`src/rtl/robot_controller.sv`:
```
// Left-hand wall-following pipe robot with trash removal; Mealy actions.
// Optional stall halt when ROBOT_STALL_DETECT_EN is defined.
module robot_controller #(
   parameter int REMOVE_CYCLES = 3
`ifdef ROBOT_STALL_DETECT_EN
   , parameter int STALL_TURNS = 4
`endif
) (
   input  logic clock,
   input  logic reset,
   input  logic head,
   input  logic left,
   input  logic under,
   input  logic barrier,
   output logic front,
   output logic turn,
   output logic remove,
   output logic halted
);

   localparam logic [2:0] S_SEEK   = 3'd0;
   localparam logic [2:0] S_FOLLOW = 3'd1;
   localparam logic [2:0] S_TURNED = 3'd2;
   localparam logic [2:0] S_REMOVE = 3'd3;
   localparam logic [2:0] S_HALT   = 3'd4;

   localparam int RW = $clog2(REMOVE_CYCLES + 1);
   localparam logic [RW-1:0] RC_LAST = RW'(REMOVE_CYCLES - 1);
   localparam logic [RW-1:0] RC_ONE  = RW'(1);

   logic [2:0]    r_state;
   logic [2:0]    r_ret;
   logic [RW-1:0] r_rem_cnt;
   logic [2:0]    w_nxt_state;
   logic [2:0]    w_nxt_ret;
   logic [RW-1:0] w_nxt_rem;
   logic          w_front;
   logic          w_turn;
   logic          w_remove;

`ifdef ROBOT_STALL_DETECT_EN
   localparam int SW = $clog2(STALL_TURNS + 1);
   localparam logic [SW-1:0] ST_MAX = SW'(STALL_TURNS);
   logic [SW-1:0] r_stall_cnt;
   logic [SW-1:0] w_nxt_stall;
`endif

   // Action selection and next-state logic for all states
   always_comb begin
      w_nxt_state = r_state;
      w_nxt_ret   = r_ret;
      w_nxt_rem   = r_rem_cnt;
      w_front     = 1'b0;
      w_turn      = 1'b0;
      w_remove    = 1'b0;
`ifdef ROBOT_STALL_DETECT_EN
      w_nxt_stall = r_stall_cnt;
`endif
      if (r_state == S_HALT) begin
         w_nxt_state = S_HALT;
      end else if (under) begin
         w_nxt_state = S_HALT;
      end else if (r_state == S_REMOVE) begin
         // abort or final hit both return to the interrupted state
         w_nxt_state = r_ret;
         w_nxt_rem   = '0;
         if (barrier) begin
            w_remove = 1'b1;
            if (r_rem_cnt != RC_LAST) begin
               w_nxt_state = S_REMOVE;
               w_nxt_rem   = r_rem_cnt + 1'b1;
            end
         end
      end else if (barrier) begin
         w_remove = 1'b1;
         if (REMOVE_CYCLES > 1) begin
            w_nxt_ret   = r_state;
            w_nxt_state = S_REMOVE;
            w_nxt_rem   = RC_ONE;
         end
      end else begin
         case (r_state)
            S_SEEK: begin
               w_front = !head;
               w_turn  = head;
               if (left) w_nxt_state = S_FOLLOW;
            end
            S_FOLLOW: begin
               if (!left) begin
                  w_turn      = 1'b1;
                  w_nxt_state = S_TURNED;
               end else begin
                  w_front = !head;
                  w_turn  = head;
               end
            end
            S_TURNED: begin
               w_front     = !head;
               w_turn      = head;
               w_nxt_state = S_FOLLOW;
            end
            default: w_nxt_state = S_HALT;
         endcase
      end
`ifdef ROBOT_STALL_DETECT_EN
      // too many turns in a row: suppress the turn and give up
      if (w_turn && r_stall_cnt == ST_MAX) begin
         w_turn      = 1'b0;
         w_nxt_state = S_HALT;
      end else if (w_turn) begin
         w_nxt_stall = r_stall_cnt + 1'b1;
      end else if (w_front) begin
         w_nxt_stall = '0;
      end
`endif
   end

   // State registers, cleared asynchronously by reset
   always_ff @(posedge clock or negedge reset) begin
      if (!reset) begin
         r_state   <= S_SEEK;
         r_ret     <= S_SEEK;
         r_rem_cnt <= '0;
      end else begin
         r_state   <= w_nxt_state;
         r_ret     <= w_nxt_ret;
         r_rem_cnt <= w_nxt_rem;
      end
   end

`ifdef ROBOT_STALL_DETECT_EN
   // Consecutive-turn counter
   always_ff @(posedge clock or negedge reset) begin
      if (!reset) r_stall_cnt <= '0;
      else        r_stall_cnt <= w_nxt_stall;
   end
`endif

   assign front  = reset & w_front;
   assign turn   = reset & w_turn;
   assign remove = reset & w_remove;
   assign halted = reset & (r_state == S_HALT);

endmodule

```
`config.mk`:
```
export PLATFORM = sky130hd
export DESIGN_NAME = robot_controller
export DESIGN_NICKNAME = d
export VERILOG_FILES = /design/src/rtl/robot_controller.sv
export SDC_FILE = /design/constraint.sdc
export NUM_CORES = 1
export LEC_CHECK = 0
export CELL_PAD_IN_SITES_DETAIL_PLACEMENT = 0
export CELL_PAD_IN_SITES_GLOBAL_PLACEMENT = 1
export CORE_MARGIN = 2
export CORE_UTILIZATION = 30
export CTS_CLUSTER_DIAMETER = 100
export DETAILED_ROUTE_END_ITERATION = 7
export PLACE_DENSITY_LB_ADDON = 0.1
export SETUP_SLACK_MARGIN = 0.4
export SLEW_MARGIN = 25
export SYNTH_ARGS = -nofsm -noshare
export SYNTH_HDL_FRONTEND = slang
export SYNTH_SLANG_ARGS = --single-unit
export TNS_END_PERCENT = 10
```
`constraint.sdc`:
```
create_clock -name clock -period 1.5 [get_ports clock]
set_input_delay 0.45 -clock clock [delete_from_list [all_inputs] [get_ports clock]]
set_output_delay 0.45 -clock clock [all_outputs]
set_load 0.005 [all_outputs]
```
; Word-level counts from Yosys, hierarchy flattened
; Index checks and enable logic that the tools add are counted.
[op_classes]
addsub = 1
n_eq_ne = 7
mux = 28
n_bitwise = 7
reduce_logical = 7
[ops]
columns = cell, count
row1 = $mux 3, 8
row2 = $mux 1, 13
row3 = $ne 6x6->1 const B, 2
row4 = $pmux 3 s3, 1
row5 = $mux 2, 4
row6 = $eq 3x2->1 const B, 2
row7 = $and 1x1->1, 4
row8 = $pmux 1 s2, 2
row9 = $reduce_and 4->1, 1
row10 = $eq 3x1->1 const B, 1
row11 = $eq 3x3->1 const B, 1
row12 = $logic_not 3->1, 1
row13 = $not 1->1, 3
row14 = $reduce_and 3->1, 1
row15 = $add 2x1->2 const B, 1
row16 = $ne 2x2->1 const B, 1
row17 = $reduce_and 2->1, 1
row18 = $reduce_bool 2->1, 1
row19 = $reduce_or 2->1, 1
row20 = $logic_not 1->1, 1
[totals]
reg_bits = 8
inputBits = 6
output_inout_bits = 4
wordCells = 53

; Logic depth before layout (Yosys ltp)
[logic_depth]
word_depth = 8
mapped_depth = 5
depth_no_buf = 4

; Worst setup path before layout
; No wires, ideal clock.
[synth_path]
path_kind = input-to-output
start = in barrier
end = out front
arrival_time_ns = 1.319
required_time_ns = 1.050
setup_slack_ns = -0.269
cell_stages = 4
path_buffers = 1
cell_sequence = buf_2 nor4b_1 nand2_1 a2111oi_0
[synth_between]
elab_chain_cells = 5
[synth_rtl]
columns = item, line
row1 = from (decl), 14  ; input logic barrier,
row2 = $mux 1, 74  ; end else if (barrier) begin
row3 = $mux 1, 63  ; end else if (r_state == S_REMOVE) begin
row4 = $mux 1, 61  ; end else if (under) begin
row5 = $mux 1, 59  ; if (r_state == S_HALT) begin
row6 = $and 1x1->1, 139  ; assign front = reset & w_front;
row7 = to (decl), 15  ; output logic front,
; No other way between the ends.

; Worst setup path after layout
[layout_path]
start = in under
end = out front
[layout_between]
elab_chain_cells = 3
[layout_rtl]
columns = item, line
row1 = from (decl), 13  ; input logic under,
row2 = $mux 1, 61
row3 = $mux 1, 59
row4 = $and 1x1->1, 139
; No other way between the ends.

==> flow_metrics.py <==
metrics = {
    "outcome": {
        "status": "finished with violations",
        "violations": "negative setup slack",
    },
    "floorplanning": {
        "dieArea_um2": 2000,
        "core_um2": 1520,
        "die_y_um": 44.7,
        "rows": 14,
        "initial_core_util": 0.326,
        "ios": 10,
        "die_x_um": 44.7,
    },
    "sta": {
        "finalCritPeriodShare": 1.34,
        "slew_headroom": 0.812,
        "setup_ws_ps": -517,
        "hold_viol_final": 0,
        "max_freq_mhz": 496,
        "rsz0062_at_grt": "yes",
        "period_needed_ps": 2020,
        "skew_ps": 4.99,
        "finalSetupViolCount": 5,
        "drv_slew": 0,
        "tightest_slew_ps": 279,
    },
    "global_routing": {
        "overflow": 0,
        "grt.busiest_layer": "met2",
        "antenna_found_initial": 0,
        "grtUsageMet3": 0.0120,
        "grt_max_degree": 11,
        "met1_usage": 0.220,
        "grt_pass1_vias": 534,
        "grt_pass1_wl_um": 2340,
        "met2_usage": 0.258,
        "grt_use_total": 0.158,
    },
    "power_and_ir_drop": {
        "power_leakage_nw": 0.370,
        "p_total_mw": 0.445,
        "peakVddDrop_v": 0.000557,
        "power.density_cell_area_nw_per_um2": 507,
    },
    "clocking": {
        "insertion_delay_ps": 240,
        "clk_path_buf_depth": 2,
        "root_buffer": "clkbuf_4",
        "numCtsBuffers": 3,
        "htreeDepth": 1,
        "cts_tree": "done",
        "cts.sinks": 8,
        "cts.clk_slew.worst_paths_ps": 50,
    },
    "logic_synthesis": {
        "ys_types": 28,
        "synth-simple-area-share": 0.277,
        "ys_ff_latch": 8,
        "synth.yosys.warnings": 0,
        "syn_avg_cell_area_um2": 9.20,
        "synth-compound-area-share": 0.262,
        "synth_top_family_by_area": "simple AND/OR/NAND/NOR gates",
        "synth_xor_area_frac": 0,
        "synth_cells": 54,
        "synth_nets": 60,
        "synth_area_um2": 497,
        "synth.area.mux_share": 0,
        "synthAdderAreaFrac": 0,
        "synth_seq_area_share": 0.403,
    },
    "place": {
        "gp_congestion": 0.792,
        "hpwl_um": 982,
        "portBuffers": 9,
        "placedInstanceArea_um2": 723,
        "placedCellCount": 93,
    },
    "routing": {
        "wirelength_um": 1400,
        "drc": 0,
        "antenna_left": 0,
        "detail_route.vias_per_cell": 5.17,
        "num_vias": 522,
        "firstDrtPassIters": 2,
        "wire_per_inst_um": 13.8,
        "drt-initial-drc-count": 5,
    },
    "worst_setup_path": {
        "cp_slowest_cell": "dlygate4sd2_1",
        "cp-start-kind": "primary input",
        "worstPathRequired_ps": 1050,
        "worstPathArrival_ps": 1570,
        "cpPeakStageDelay_ps": 280,
        "path_max_fanout": 2,
        "path_class": "in2out",
        "crit_path_end_kind": "primary output",
        "crit_chain": "dlygate4sd2_1 -> nor4b_4 -> nand2_1 -> buf_6 -> a2111oi_4 -> buf_2",
    },
    "final_layout": {
        "stdcell_area_um2": 877,
        "instances_no_fill": 101,
        "drive_gt1_frac": 0.518,
        "fillerInstances": 140,
        "final_nets": 93,
        "area_growth_syn_to_layout_pct": 76.6,
        "num_antenna_cells": 0,
    },
    "hold_path": {
        "hold_class": "in2async",
    },
    "flow_run": {
        "cap_violations": 0,
    },
}
report_power, final:
part,total (mW),internal [mW],switching [mW]
clock,0.157,0.0911,0.0664
sequential,0.224,0.221,0.00343
combinational,0.0633,0.0346,0.0287
total,0.445,0.347,0.0985
routing by layer:
metal | wire length [um] | vias up
met5 | 0 | -
met4 | 14 | 0
met3 | 52 | 2
met2 | 692 | 11
met1 | 637 | 245
li1 | - | 264
stage by stage:
step	TNS, ps	util	hold WS [ps]	setup slack, ps
global placement	-6250	0.475	479	-1020
detailed placement	-6190	0.475	481	-1040
floorplan	-214	-	154	-150
CTS	-1690	0.562	279	-521
finish	-1540	0.576	292	-517
global route	-1940	0.576	299	-631
cell usage in the layout (no fill, tap or decap), types with 3 or more instances in the layout:
cell and instances:
dfrtp_1 6, a21oi_1 3, inv_1 3, buf_6 9, buf_4 13, clkbuf_4 3
nand2_1 3
cells in the mapped netlist (all sizes together):
cell type / instances / area (um^2)
o311ai: 1 / 8.76
buf: 3 / 17.5
a2bb2oi: 1 / 8.76
a22o: 2 / 17.5
o21a: 1 / 7.51
a21oi: 4 / 20.0
or3b: 1 / 8.76
and2: 2 / 12.5
o22a: 2 / 17.5
nand2: 4 / 17.5
nor2: 4 / 15.0
o21ai: 3 / 15.0
o22ai: 1 / 6.26
o221a: 1 / 11.3
nor3: 2 / 10.0
nand4bb: 1 / 11.3
a211o: 1 / 8.76
dfrtp: 8 / 200
nand3b: 2 / 15.0
nor3b: 2 / 20.0
nor2b: 1 / 6.26
nand2b: 2 / 12.5
inv: 3 / 11.3
nor4b: 1 / 8.76
a2111oi: 1 / 8.76
repair_timing:
action	4_1_cts	5_1_grt
pin swaps	6	2
setup buffers	5	0
setup endpoints to repair	12	12
hold buffers	0	0
gates resized for setup	35	10
final timing paths:
path	depth (start not counted)	from	slack, ps	to
worst max-delay path	6	under	-520	front
worst min-delay path	2	reset	290	r_rem_cnt[1]$_DFFE_PN0P_
worst max register to register	6	r_state[0]$_DFFE_PN0P_	0	r_state[0]$_DFFE_PN0P_
worst min register to register	1	r_rem_cnt[0]$_DFFE_PN0P_	490	r_rem_cnt[0]$_DFFE_PN0P_
max in group asynchronous	2	reset	1070	r_state[0]$_DFFE_PN0P_
min in group clock	1	r_rem_cnt[0]$_DFFE_PN0P_	490	r_rem_cnt[0]$_DFFE_PN0P_
layout make-up:
cell class | instances | area (um^2) | share of cell area
tap | 16 | 20.0 | 0.0228
inverter | 3 | 11.3 | 0.0128
multi-input combinational | 40 | 348 | 0.397
clock buffer | 3 | 22.5 | 0.0257
sequential | 8 | 203 | 0.231
timing repair buffer | 31 | 273 | 0.311
kinds of logic after synthesis:
family,Yosys count
AND/OR/NAND/NOR,22
AO/OA/AOI/OAI,18
flip-flops,8
buffers and inverters,6
state kept, by name (all words and copies together), names as in the netlist:
signal and flops:
r_rem_cnt 2, r_ret 3, r_state 3
worst max-delay path, delay by kind of cell:
kind            cells  cell delay [ps]
buf+inv             3              570
compound gates      1              170
simple gates        2              380
No activity file was read; power rests on OpenSTA's default activity.
